$ cat config.mk
export PLATFORM = sky130hd
export DESIGN_NAME = accu_collector
export DESIGN_NICKNAME = d
export VERILOG_FILES = /design/src/rtl/accu_collector_pkg.sv /design/src/rtl/accu_collector_lane_fifo.sv /design/src/rtl/accu_collector.sv
export SDC_FILE = /design/constraint.sdc
export NUM_CORES = 1
export LEC_CHECK = 0
export ABC_AREA = 1
export BUFFER_PORTS_ARGS = -buffer_cell sky130_fd_sc_hd__buf_4
export CORE_MARGIN = 2
export CORE_UTILIZATION = 50
export CTS_CLUSTER_DIAMETER = 40
export DETAILED_ROUTE_END_ITERATION = 8
export PLACE_DENSITY_LB_ADDON = 0.08
export SYNTH_ARGS = -nofsm -noshare
export SYNTH_HDL_FRONTEND = slang
export SYNTH_SLANG_ARGS = --single-unit
export TNS_END_PERCENT = 50
$ cat constraint.sdc
create_clock -name clk -period 4.1 [get_ports clk]
set_clock_uncertainty 0.15 [all_clocks]
set_input_delay 0.615 -clock clk [delete_from_list [all_inputs] [get_ports clk]]
set_output_delay 0.615 -clock clk [all_outputs]
set_load 0.05 [all_outputs]
$ cat src/rtl/accu_collector_pkg.sv
// accu_collector shared definitions: FSM states, geometry,
// BRAM address-field layout common with the feature loader, ReLU.
package accu_pkg;

  localparam int LANES      = 16;
  localparam int DATA_WIDTH = 8;
  localparam int ADDR_WIDTH = 17;

  localparam int REGION_LSB = 15;
  localparam int REGION_W   = 2;
  localparam int CH_LSB     = 6;
  localparam int CH_W       = 4;
  localparam int POS_LSB    = 0;
  localparam int POS_W      = 6;

  typedef enum logic [1:0] {
    S_IDLE,
    S_COLLECT,
    S_WRITE,
    S_DONE
  } state_e;

  function automatic logic [ADDR_WIDTH-1:0] make_addr(
    input logic [REGION_W-1:0] region,
    input logic [CH_W-1:0]     ch,
    input logic [POS_W-1:0]    pos
  );
    logic [ADDR_WIDTH-1:0] a;
    a = '0;
    a[REGION_LSB +: REGION_W] = region;
    a[CH_LSB +: CH_W]         = ch;
    a[POS_LSB +: POS_W]       = pos;
    return a;
  endfunction

  function automatic logic [DATA_WIDTH-1:0] relu(
    input logic [DATA_WIDTH-1:0] w
  );
    return w[DATA_WIDTH-1] ? '0 : w;
  endfunction

endpackage

$ cat src/rtl/accu_collector_lane_fifo.sv
// Per-lane skew FIFO: pointer-based, first-word fall-through,
// push is dropped when full, flush empties it in one cycle.
module lane_fifo #(
  parameter int WIDTH = 8,
  parameter int DEPTH = 4
) (
  input  logic             clk,
  input  logic             rst_n,
  input  logic             flush_i,
  input  logic             push_i,
  input  logic [WIDTH-1:0] data_i,
  input  logic             pop_i,
  output logic [WIDTH-1:0] data_o,
  output logic             full_o,
  output logic             empty_o
);

  localparam int AW = $clog2(DEPTH);

  logic [AW:0]      wr_q;
  logic [AW:0]      rd_q;
  logic [WIDTH-1:0] mem_q [DEPTH];
  logic             do_push;
  logic             do_pop;

  assign empty_o = (wr_q == rd_q);
  assign full_o  = (wr_q[AW] != rd_q[AW]) &&
                   (wr_q[AW-1:0] == rd_q[AW-1:0]);
  assign data_o  = mem_q[rd_q[AW-1:0]];
  assign do_push = push_i && !full_o && !flush_i;
  assign do_pop  = pop_i && !empty_o && !flush_i;

  // Read/write pointers; the extra MSB separates full from empty
  always_ff @(posedge clk or negedge rst_n) begin
    if (!rst_n) begin
      wr_q <= '0;
      rd_q <= '0;
    end else if (flush_i) begin
      wr_q <= '0;
      rd_q <= '0;
    end else begin
      if (do_push) wr_q <= wr_q + 1'b1;
      if (do_pop)  rd_q <= rd_q + 1'b1;
    end
  end

  // Storage array
  always_ff @(posedge clk or negedge rst_n) begin
    if (!rst_n) begin
      for (int i = 0; i < DEPTH; i++) mem_q[i] <= '0;
    end else if (do_push) begin
      mem_q[wr_q[AW-1:0]] <= data_i;
    end
  end

endmodule

$ cat src/rtl/accu_collector.sv
// Deskews systolic column outputs into rows, applies ReLU and
// streams each row into the feature BRAM byte-write port.
module accu_collector #(
  parameter int DATA_WIDTH = 8,
  parameter int LANES      = 16,
  parameter int ADDR_WIDTH = 17,
  parameter int FIFO_DEPTH = 4
) (
  input  logic                             clk,
  input  logic                             rst_n,
  input  logic                             start_i,
  input  logic [1:0]                       nth_conv_i,
  input  logic [5:0]                       out_len_i,
  input  logic [LANES-1:0][DATA_WIDTH-1:0] accu_data_i,
  input  logic [LANES-1:0]                 accu_valid_i,
  output logic                             wea_o,
  output logic [ADDR_WIDTH-1:0]            addra_o,
  output logic [DATA_WIDTH-1:0]            dia_o,
  output logic                             busy_o,
  output logic                             done_o,
  output logic                             overflow_o
);

  import accu_pkg::*;

  localparam int LANE_W = $clog2(LANES);
  localparam logic [LANE_W-1:0] LANE_LAST = LANE_W'(LANES - 1);

  state_e                  state_q;
  logic [1:0]              nth_q;
  logic [5:0]              len_q;
  logic [5:0]              pos_q;
  logic [LANE_W-1:0]       lane_q;
  logic                    ovf_q;
  logic                    wea_q;
  logic [ADDR_WIDTH-1:0]   addra_q;
  logic [DATA_WIDTH-1:0]   dia_q;
  logic                    done_q;
  logic [DATA_WIDTH-1:0]   row_q [LANES];

  logic [LANES-1:0]        push_w;
  logic [LANES-1:0]        full_w;
  logic [LANES-1:0]        empty_w;
  logic [DATA_WIDTH-1:0]   fifo_dout_w [LANES];
  logic                    capture;
  logic                    flush;
  logic                    all_ne;
  logic                    row_end;
  logic                    load;
  logic                    ovf_set;

  assign capture = (state_q == S_COLLECT) || (state_q == S_WRITE);
  assign flush   = (state_q == S_IDLE) || (state_q == S_DONE);
  assign all_ne  = ~|empty_w;
  assign row_end = (state_q == S_WRITE) && (lane_q == LANE_LAST);
  assign ovf_set = capture && |(accu_valid_i & full_w);

  // Pop every lane at once when a full row is ready to be consumed
  always_comb begin
    load = 1'b0;
    if (state_q == S_COLLECT)
      load = all_ne;
    else if (row_end && (pos_q != len_q))
      load = all_ne;
  end

  for (genvar k = 0; k < LANES; k++) begin : g_lane
    assign push_w[k] = capture && accu_valid_i[k];

    lane_fifo #(
      .WIDTH (DATA_WIDTH),
      .DEPTH (FIFO_DEPTH)
    ) u_fifo (
      .clk     (clk),
      .rst_n   (rst_n),
      .flush_i (flush),
      .push_i  (push_w[k]),
      .data_i  (accu_data_i[k]),
      .pop_i   (load),
      .data_o  (fifo_dout_w[k]),
      .full_o  (full_w[k]),
      .empty_o (empty_w[k])
    );
  end

  // Row register captures the aligned heads of all lane FIFOs
  always_ff @(posedge clk or negedge rst_n) begin
    if (!rst_n) begin
      for (int i = 0; i < LANES; i++) row_q[i] <= '0;
    end else if (load) begin
      for (int i = 0; i < LANES; i++) row_q[i] <= fifo_dout_w[i];
    end
  end

  // Control FSM, address generator and registered BRAM port
  always_ff @(posedge clk or negedge rst_n) begin
    if (!rst_n) begin
      state_q <= S_IDLE;
      nth_q   <= '0;
      len_q   <= '0;
      pos_q   <= '0;
      lane_q  <= '0;
      ovf_q   <= 1'b0;
      wea_q   <= 1'b0;
      addra_q <= '0;
      dia_q   <= '0;
      done_q  <= 1'b0;
    end else begin
      wea_q  <= 1'b0;
      done_q <= 1'b0;
      if (ovf_set) ovf_q <= 1'b1;
      unique case (state_q)
        S_IDLE: begin
          if (start_i) begin
            nth_q   <= nth_conv_i;
            len_q   <= out_len_i;
            pos_q   <= '0;
            ovf_q   <= 1'b0;
            state_q <= S_COLLECT;
          end
        end
        S_COLLECT: begin
          if (load) begin
            lane_q  <= '0;
            state_q <= S_WRITE;
          end
        end
        S_WRITE: begin
          wea_q   <= 1'b1;
          addra_q <= ADDR_WIDTH'(make_addr(nth_q, CH_W'(lane_q), pos_q));
          dia_q   <= relu(row_q[lane_q]);
          if (lane_q == LANE_LAST) begin
            if (pos_q == len_q) begin
              state_q <= S_DONE;
            end else begin
              pos_q <= pos_q + 1'b1;
              if (load) lane_q  <= '0;
              else      state_q <= S_COLLECT;
            end
          end else begin
            lane_q <= lane_q + 1'b1;
          end
        end
        S_DONE: begin
          done_q  <= 1'b1;
          state_q <= S_IDLE;
        end
        default: state_q <= S_IDLE;
      endcase
    end
  end

  assign wea_o      = wea_q;
  assign addra_o    = addra_q;
  assign dia_o      = dia_q;
  assign done_o     = done_q;
  assign overflow_o = ovf_q;
  assign busy_o     = capture;

endmodule

## Word-level counts from Yosys, hierarchy flattened

Index checks and enable logic that the tools add are counted.

| operators by class | value |
|---|---|
| add/subtract/negate cells | 34 |
| reduce and logical (&&, ||, !) cells | 192 |
| bitwise logic cells | 34 |
| mux-type cells | 185 |
| order comparisons | 49 |
| eq/ne operators | 60 |

Operator list:

| operator | count |
|---|---|
| bitwise mux 32 bit | 16 |
| 2-to-1 mux 8 bit | 50 |
| binary-select mux 8 bit (select 2 bit) | 16 |
| demux 8 bit (select 2 bit) | 16 |
| 2-to-1 mux 3 bit | 64 |
| logical AND 1 bit | 115 |
| adder 3 x 1 -> 3 bit, second input constant | 32 |
| >= comparator 3 bit, second input constant | 32 |
| inverter 2 -> 3 bit | 32 |
| nonzero test 2 bit | 34 |
| equality test 3 bit | 16 |
| less-than comparator 3 x 1 -> 1 bit, second input constant | 16 |
| zero test 1 bit | 34 |
| binary-select mux 8 bit (select 4 bit) | 1 |
| equality test 2 bit | 16 |
| OR reduction 16 bit | 2 |
| 2-to-1 mux 6 bit | 3 |
| bitwise AND 16 bit | 1 |
| inequality test 1 bit | 16 |
| 2-to-1 mux 4 bit | 3 |
| one-hot mux 6 bit (2 select lines) | 1 |
| 2-to-1 mux 2 bit | 5 |
| one-hot mux 2 bit (4 select lines) | 1 |
| one-hot mux 4 bit (2 select lines) | 1 |
| other kinds (18) | 31 |

| word-level totals | value |
|---|---|
| output and inout port bits | 29 |
| bits of input ports | 155 |
| register bits after elaboration | 779 |

## Depth between registers and ports, before layout

Gate-level depths: netlist of run 1.

| logic depth | value |
|---|---|
| depth in word-level cells | 9 |
| mapped depth | 15 |
| mapped depth without buffers | 13 |

## By module

Synthesis of run 1 repeated with hierarchy kept, for this count alone.

| second synthesis, totals | value |
|---|---|
| cell total of the unflattened synthesis | 4,869 |
| area, all modules | 38,371.8 um^2 |

By module, submodules not included:

| module | cells an instance | area each (um^2) | sequential area each (um^2) | instances |
|---|---|---|---|---|
| lane_fifo | 237 | 1,880.6 | 950.9 | 16 |
| accu_collector | 1,077 | 8,282.9 | 4,254.1 | 1 |

## Worst setup path before layout of run 1

Ideal clock, no wire load.

| timing path | value |
|---|---|
| path type | reg-to-reg |
| start point | reg state_q[0] |
| end point | reg g_lane[13].u_fifo.mem_q[6] (netlist name) |
| setup time | 0.131 ns |
| data arrival time | 2.211 ns |
| period minus slack after synthesis | 2.491 ns |
| path buffers | 3 |
| cell stages (with the launch flop) | 13 |
| setup slack | 1.609 ns |
| path through | dfrtp_1 > inv_1 > ha_1 > clkbuf_1 > buf_2 > nand2_1 > inv_1 > nand2_1 > inv_1 > nand2_1 > clkbuf_1 > nand2_1 > o21ai_0 |

| between the ends | value |
|---|---|
| word-level cells in the longest chain between the ends | 5 |
| elaborated cells between the ends (all ways) | 10 |
| classes of those cells | eq/ne: 3; reduce/logical: 7 |

RTL lines:

| item | RTL line | RTL |
|---|---|---|
| from (decl) | accu_collector.sv:29 | `state_e state_q;` |
| from (signal assigned) | accu_collector.sv:98 | `state_q <= S_IDLE;` |
| from (signal assigned) | accu_collector.sv:119 | `state_q <= S_COLLECT;` |
| from (signal assigned) | accu_collector.sv:125 | `state_q <= S_WRITE;` |
| equality test 2 x 1 -> 1 bit / equality test 2 bit (equally long branches) | accu_collector.sv:52 | `assign capture = (state_q == S_COLLECT) \|\| (state_q == S_WRITE);` |
| logical OR 1 bit * | accu_collector.sv:52 |  |
| named net busy_o | accu_collector.sv:19 | `output logic busy_o,` |
| logical AND 1 bit * | accu_collector.sv:68 | `assign push_w[k] = capture && accu_valid_i[k];` |
| logical AND 1 bit * (2 in series) | accu_collector_lane_fifo.sv:30 | `assign do_push = push_i && !full_o && !flush_i;` |
| to (signal, indexed assignment) | accu_collector_lane_fifo.sv:52 | `mem_q[wr_q[AW-1:0]] <= data_i;` |
| to (decl) | accu_collector_lane_fifo.sv:22 | `logic [WIDTH-1:0] mem_q [DEPTH];` |

Mark *: on every way through the listed nets, which the timed path passes. The rest lies on a longest branch.
A chain may end at the register's enable or synchronous reset.

## Final worst setup path of run 1

| timing path | value |
|---|---|
| start point | reg g_lane[7].u_fifo.rd_q[0] |
| end point | reg g_lane[2].u_fifo.rd_q[0] |

| between the ends | value |
|---|---|
| word-level cells in the longest chain between the ends | 8 |

RTL lines:

| item | RTL line | RTL |
|---|---|---|
| from (decl) | accu_collector_lane_fifo.sv:21 | `logic [AW:0] rd_q;` |
| from (signal assigned) | accu_collector_lane_fifo.sv:43 | `if (do_pop) rd_q <= rd_q + 1'b1;` |
| equality test 3 bit * | accu_collector_lane_fifo.sv:26 | `assign empty_o = (wr_q == rd_q);` |
| OR reduction 16 bit * | accu_collector.sv:54 | `assign all_ne = ~\|empty_w;` |
| zero test 1 bit * | accu_collector.sv:54 |  |
| 2-to-1 mux 1 bit | accu_collector.sv:63 | `else if (row_end && (pos_q != len_q))` |
| 2-to-1 mux 1 bit * | accu_collector.sv:61 | `if (state_q == S_COLLECT)` |
| logical AND 1 bit * (2 in series) | accu_collector_lane_fifo.sv:31 | `assign do_pop = pop_i && !empty_o && !flush_i;` |
| nonzero test 2 bit (no source line) * | - |  |
| to (signal assigned) | accu_collector_lane_fifo.sv:43 |  |
| to (decl) | accu_collector_lane_fifo.sv:21 |  |

Every way passes the cells marked *; elsewhere a longest branch is shown, timed or not.

==> results.txt, run 1 <==
Post_cts resized: 0
Slew margin rel.: 0.364
CTS tree: yes
Layout cells sized above 1: 0.102
Status: finished, final reports clean
Crit end category: flop
Max VDD drop: 393 µV
Core footprint: 70400 µm²
Final setup vio count: 0
Main synth FF type: dfrtp_1
Number of synthesized flops with an enable pin: 0
Fin area: 42200 µm²
Reg area: 19500 µm²
Inserted Clock Buffers: 120
Die Width: 271 µm
CTS Buffer Depth: 3
Vias: 29200
Post-CTS Setup Repair Bufs: 0
Post-route setup TNS: 0 ps
Synth top area cells: dfrtp_1 55%, o21ai_0 13%, nand2_1 12%
Number of global-route vias before repair: 27500
Lkg Pwr: 21.1 nW
Most frequent cells after synthesis: 1173 x nand2_1, 953 x o21ai_0, 778 x dfrtp_1, 365 x nor2_1, 319 x inv_1
# fillers: 6309
Synth unique cells: 29
Fmax: 0.320 GHz
Drt pass-1 iters: 6
DPL Wire Length: 65.5 mm
Final period util: 0.763
Worst Setup Slack, final: 973 ps
# IOs: 184
Root Buffer: clkbuf_16
WL per Instance: 17.6 µm
Synth area leader: dfrtp_1
Routed WL: 96.6 mm
Setup crit start kind: flop
Post-DRT Antenna Nets: 0
Fin Hold WS: 25.1 ps
Yosys top cell area share: 0.545
Multi-input logic area: 14000 µm²
Largest net degree at the start of global routing: 87
Synth Instances: 4296
Crit Path Class: flop to flop
PD cells: 710 nW/µm²
Vias per Instance: 5.34
Max Cap Viol: 0
Placer Congestion: 0.922
PortBufs: 177
Total grt overflow: 0
Starting density of the core: 0.507
Most common cell in the netlist: nand2_1
Clk_lat worst skew: 680 ps
Synth-to-layout area growth: 18.2%
Die footprint: 73600 µm²
Post-synthesis async set-or-reset flop share: 1.00
CP max FO: 19
Max Slew Vio Count: 0
Drc violations: 0
Worst-path clk slew: 60 ps
Clock sink count: 778
RSZ-0062 raised after global routing: no
Post-layout util: 0.600
Fin. Hold Viols: 0
CTS Hold Bufs: 7
Worst slew pin tran: 953 ps
Pre-CTS WS: 1070 ps
Crit path DAT: 3560 ps
Synthesized area: 35700 µm²
Htree depth: 3
Min Tclk post-route: 3130 ps
Die Y-Extent: 271 µm
Hold crit path type: input pin to flop
Gr usage total: 0.264
WP data required: 4540 ps
Total of warnings raised by yosys: 0
Layout Nets: 4676
Initial antenna violation count: 1
Post-DP Area: 37800 µm²
First-pass GRT wire length: 155 mm
Syn Area/Cell: 8.31 µm²
Sequential fraction of the synthesis area: 0.545
Register bit total from synthesis: 778
Drt initial violations: 2693
Site Rows: 97
## final cells by class
type	instances	area share
Sequential cell	778	0.461
Multi-Input combinational cell	2965	0.332
Clock buffer	143	0.0781
Timing Repair Buffer	227	0.0454
Inverter	343	0.0306
Tap cell	940	0.0279
Clock inverter	82	0.0250
Antenna cell	1	0.0000593
## routing by layer
metal,GRT usage,routed length [µm],vias up
met4,0.0814,2630,0
met3,0.0374,4790,165
met2,0.403,43700,713
met1,0.391,45500,14000
met5,0,0,-
li1,-,-,14400
## power by group
| group | total (W) | switching, W | internal (W) |
|---|---|---|---|
| Sequential | 0.0116 | 0.00145 | 0.0101 |
| Combinational | 0.00753 | 0.00508 | 0.00245 |
| Clock | 0.0108 | 0.00381 | 0.00702 |
| Total | 0.0300 | 0.0103 | 0.0196 |
## critical path, stage by stage, from the launching register on
cell and delay (ps):
dfrtp_1 710, inv_2 280, nand2_1 130, nand2_1 70, nand3_1 140, nand2_1 150
nor2_1 130, nand2_1 120, nor2_4 170, nand2_4 120, nor2_1 430, buf_4 280
nand2_1 60, o21ai_1 80
## state kept, by name, summed over array words and instances (netlist names)
register / count
g_lane.u_fifo.rd_q: 48
addra_o: 12
dia_o: 7
g_lane.u_fifo.wr_q: 48
len_q: 6
wea_o: 1
nth_q: 2
overflow_o: 1
row_q: 128
pos_q: 6
done_o: 1
g_lane.u_fifo.mem_q: 512
lane_q: 4
state_q: 2
## layout by cell type, fill, tap and decap left out
cell type         n
nand3_1          76
clkinvlp_4       17
o31ai_1           2
nand4_1          11
dfrtp_1         777
o32ai_1          24
inv_2            22
xnor2_1          15
buf_4           204
clkbuf_1          8
nand2_2           1
o211ai_1          2
dlygate4sd3_1     7
a21oi_1          49
clkinv_2         19
nor2_4            1
buf_12           15
conb_1            6
nand2_4           1
bufinv_16        20
ha_1             85
clkinv_4         11
nor2_1          365
inv_6            15
diode_2           1
ha_4              1
nand2_1        1172
o21ai_1          54
clkbuf_16       125
clkbuf_8         10
o22ai_1         118
clkinv_1          1
buf_8             1
nand3b_1          6
dfrtp_2           1
inv_8             1
inv_1           319
o21ai_0         953
xor2_1           23
## cell families after synthesis
| kind of cell | synth area share |
|---|---|
| AND/OR/NAND/NOR | 0.176 |
| AO/OA/AOI/OAI | 0.175 |
| flip-flops | 0.545 |
| buffers and inverters | 0.0638 |
| adder cells (fa/ha/maj) | 0.0301 |
| XOR/XNOR | 0.00932 |
| other | 0.000105 |
## path summary, 6_finish.rpt
check,cells past startpoint,end,slack [ps],from
worst min register to register,2,row_q[30],320,row_q[30]
worst max register to register,13,g_lane[2].u_fifo.rd_q[0],970,g_lane[7].u_fifo.rd_q[0]
worst max-delay path,13,g_lane[2].u_fifo.rd_q[0],970,g_lane[7].u_fifo.rd_q[0]
max in group asynchronous,4,g_lane[3].u_fifo.mem_q[29],2300,rst_n
worst min-delay path,3,len_q[5],30,out_len_i[5]
min in group asynchronous,2,g_lane[3].u_fifo.mem_q[25],410,rst_n
## per-stage QoR
stage / instances / power (W)
2_1_floorplan: 4301 / 0.0163
3_3_place_gp: 5246 / 0.0190
3_5_place_dp: 5246 / 0.0192
4_1_cts: 5478 / 0.0301
5_1_grt: 5478 / 0.0318
6_report: 5479 / 0.0300
Power figures use the tool's default switching activity.
==> run 2: changes to the inputs <==
- clock period: 4.1 -> 2.7 ns (I/O delays scaled with it)
==> run 2 against run 1 <==
Compared with the run above: clock power grew 48%; cell count rose by 3.7%; count of clock-buffer cells in the layout down 6.
==> results.txt, run 2 (same netlist as run 1, synthesis figures left out) <==
Status: finished, final reports clean (unchanged)
CP max FO: 29 (was 19)
Drc violations: 0 (unchanged)
Gr usage total: 0.273 (was 0.264)
Clk_lat worst skew: 660 ps (was 680 ps)
WL per Instance: 17.6 µm (about the same)
Fin Hold WS: 27.4 ps (was 25.1 ps)
Crit path DAT: 2060 ps (was 3560 ps)
Register with the most flip-flops: g_lane.u_fifo.mem_q (unchanged)
Clock sink count: 778 (unchanged)
Worst-path clk slew: 60 ps (about the same)
Crit end category: primary output (was flop)
Flop pwr share: 0.383 (was 0.387)
First-pass GRT wire length: 161 mm (was 155 mm)
Worst r2r path cells: 8 (was 13)
Die footprint: 73600 µm² (unchanged)
Drt pass-1 iters: 6 (unchanged)
Initial antenna violation count: 0 (was 1)
Worst Setup Slack, final: 89.0 ps (was 973 ps)
Final period util: 0.967
Synth-to-layout area growth: 23.5% (was 18.2%)
Crit Path Class: flop to primary output (was flop to flop)
Largest regs: g_lane.u_fifo.mem_q: 512 flops, row_q: 128 flops (unchanged)
Hold depth: 6 (was 3)
Htree depth: 3 (unchanged)
Slew margin rel.: 0.566 (was 0.364)
Hold crit path type: input pin to flop (unchanged)
Multi-input logic area: 14000 µm² (about the same)
Core footprint: 70400 µm² (unchanged)
Min Tclk post-route: 2610 ps
Vias per Instance: 5.32 (was 5.34)
Hold endpoint: g_lane[1].u_fifo.wr_q[1] (was len_q[5])
Total grt overflow: 0 (unchanged)
Fin. Hold Viols: 0 (unchanged)
Clk pwr share: 0.351 (was 0.362)
Inserted Clock Buffers: 117 (was 120)
Largest net degree at the start of global routing: 86 (was 87)
Lkg Pwr: 22.0 nW (was 21.1 nW)
Layout cells sized above 1: 0.115 (was 0.102)
Fmax: 0.383 GHz
Worst slew pin tran: 648 ps (was 953 ps)
Starting density of the core: 0.507 (unchanged)
PortBufs: 177 (unchanged)
Pre-CTS WS: -1.07 ps (was 1070 ps)
Most common cell after layout, fill and taps aside: nand2_1 (unchanged)
Hold_sp: accu_valid_i[1] (was out_len_i[5])
Drt initial violations: 2713 (was 2693)
# IOs: 184 (unchanged)
Die Y-Extent: 271 µm (unchanged)
WP data required: 2140 ps (was 4540 ps)
RSZ-0062 raised after global routing: yes (was no)
DPL Wire Length: 67.5 mm (was 65.5 mm)
R2R Path Start: lane_q[0] (was g_lane[7].u_fifo.rd_q[0])
Number of global-route vias before repair: 28800 (was 27500)
Net Sw Power: 0.0158 W (was 0.0103 W)
Vias: 30200 (was 29200)
Reg area: 19500 µm² (unchanged)
PD cells: 1040 nW/µm² (was 710 nW/µm²)
CTS Buffer Depth: 3 (unchanged)
Layout Nets: 4883 (was 4676)
CTS tree: yes (unchanged)
Flip-flop count of the largest register after layout: 512 (unchanged)
Final setup vio count: 0 (unchanged)
Post-DRT Antenna Nets: 0 (unchanged)
Site Rows: 97 (unchanged)
Setup slack, reg-to-reg: 130 ps (was 970 ps)
Setup crit start kind: flop (unchanged)
Die Width: 271 µm (unchanged)
Max Slew Vio Count: 0 (unchanged)
Most frequent cells in the layout: 1171 x nand2_1, 953 x o21ai_0, 777 x dfrtp_1 (was 1172 x nand2_1, 953 x o21ai_0, 777 x dfrtp_1)
Ant. Diodes: 0 (was 1)
Post-route setup TNS: 0 ps (unchanged)
# fillers: 6193 (was 6309)
Routed WL: 99.9 mm (was 96.6 mm)
Reg-to-reg endpoint: dia_o[1] (was g_lane[2].u_fifo.rd_q[0])
Placer Congestion: 0.943 (was 0.922)
Root Buffer: clkbuf_16 (unchanged)
Max VDD drop: 620 µV (was 393 µV)
Comb pwr share: 0.266 (was 0.251)
Max Cap Viol: 0 (unchanged)
P_int: 0.0299 W (was 0.0196 W)
Switching part of the total power: 0.346 (was 0.345)
==> run 2: changes by cell type in the layout (fill, tap and decap cells not counted), sizes merged <==
cell	before	now
buf	220	300
inv	357	351
clkbuf	143	137
clkinv	31	35
dlygate4sd3	7	137
diode	1	0
==> run 2: repair_timing <==
| item | 4_1_cts | 5_1_grt |
|---|---|---|
| setup endpoints to repair | 47 | 181 |
| gates cloned | 0 | 0 |
| hold endpoints to repair | 708 | 0 |
| pin swaps | 1 | 0 |
| resized for setup | 1 | 7 |
| setup buffers | 1 | 0 |
| hold buffers | 137 | 0 |
==> run 2: worst max-delay path by stage <==
| stage | from | to | slack, ps | cells after the start |
|---|---|---|---|---|
| final | state_q[0] | busy_o | 90 | 5 |
| after global routing | state_q[0] | g_lane[3].u_fifo.mem_q[17] | -70 | 11 |
| after CTS | g_lane[9].u_fifo.wr_q[0] | g_lane[13].u_fifo.rd_q[0] | 10 | 13 |
| after detailed placement | g_lane[9].u_fifo.wr_q[0] | g_lane[10].u_fifo.rd_q[2] | -1 | 13 |
| after global placement | g_lane[9].u_fifo.wr_q[0] | g_lane[10].u_fifo.rd_q[0] | 20 | 13 |
| after floorplan | state_q[0] | g_lane[13].u_fifo.mem_q[6] | 210 | 12 |
==> run 2: layout make-up <==
class                           count  share of cell area
Timing Repair Buffer              437              0.0892
Sequential cell                   778               0.441
Clock inverter                     80              0.0236
Clock buffer                      137              0.0718
Inverter                          343              0.0295
Tap cell                          940              0.0267
Multi-Input combinational cell   2965               0.318
==> run 2: power by group through the flow <==
stage	registers (W)	logic [W]	clock network [W]
5_1_grt	0.0179	0.0138	0.0168
3_3_place_gp	0.0175	0.0117	0
6_report	0.0175	0.0122	0.0160
3_5_place_dp	0.0175	0.0119	0
2_1_floorplan	0.0174	0.00736	0
4_1_cts	0.0174	0.0122	0.0162
==> run 2: critical path: stages, from the launching register on <==
cell and delay [ps]:
dfrtp_1 420, inv_1 110, ha_4 300, buf_12 190, buf_4 190, buf_6 170
==> run 2: routing by layer <==
layer | part of all wire | track usage
met1 | 0.46 | 0.401
met2 | 0.46 | 0.426
met3 | 0.050 | 0.0361
met4 | 0.026 | 0.0779
met5 | 0 | 0
==> run 2: per-stage QoR <==
step	std cells	util	area, µm²	total power, W
after detailed placement	5325	0.547	38500	0.0295
final	5680	0.627	44100	0.0456
after floorplan	4301	-	35700	0.0248
after global routing	5680	0.627	44100	0.0485
after global placement	5325	0.547	38500	0.0292
after CTS	5680	0.626	44100	0.0458
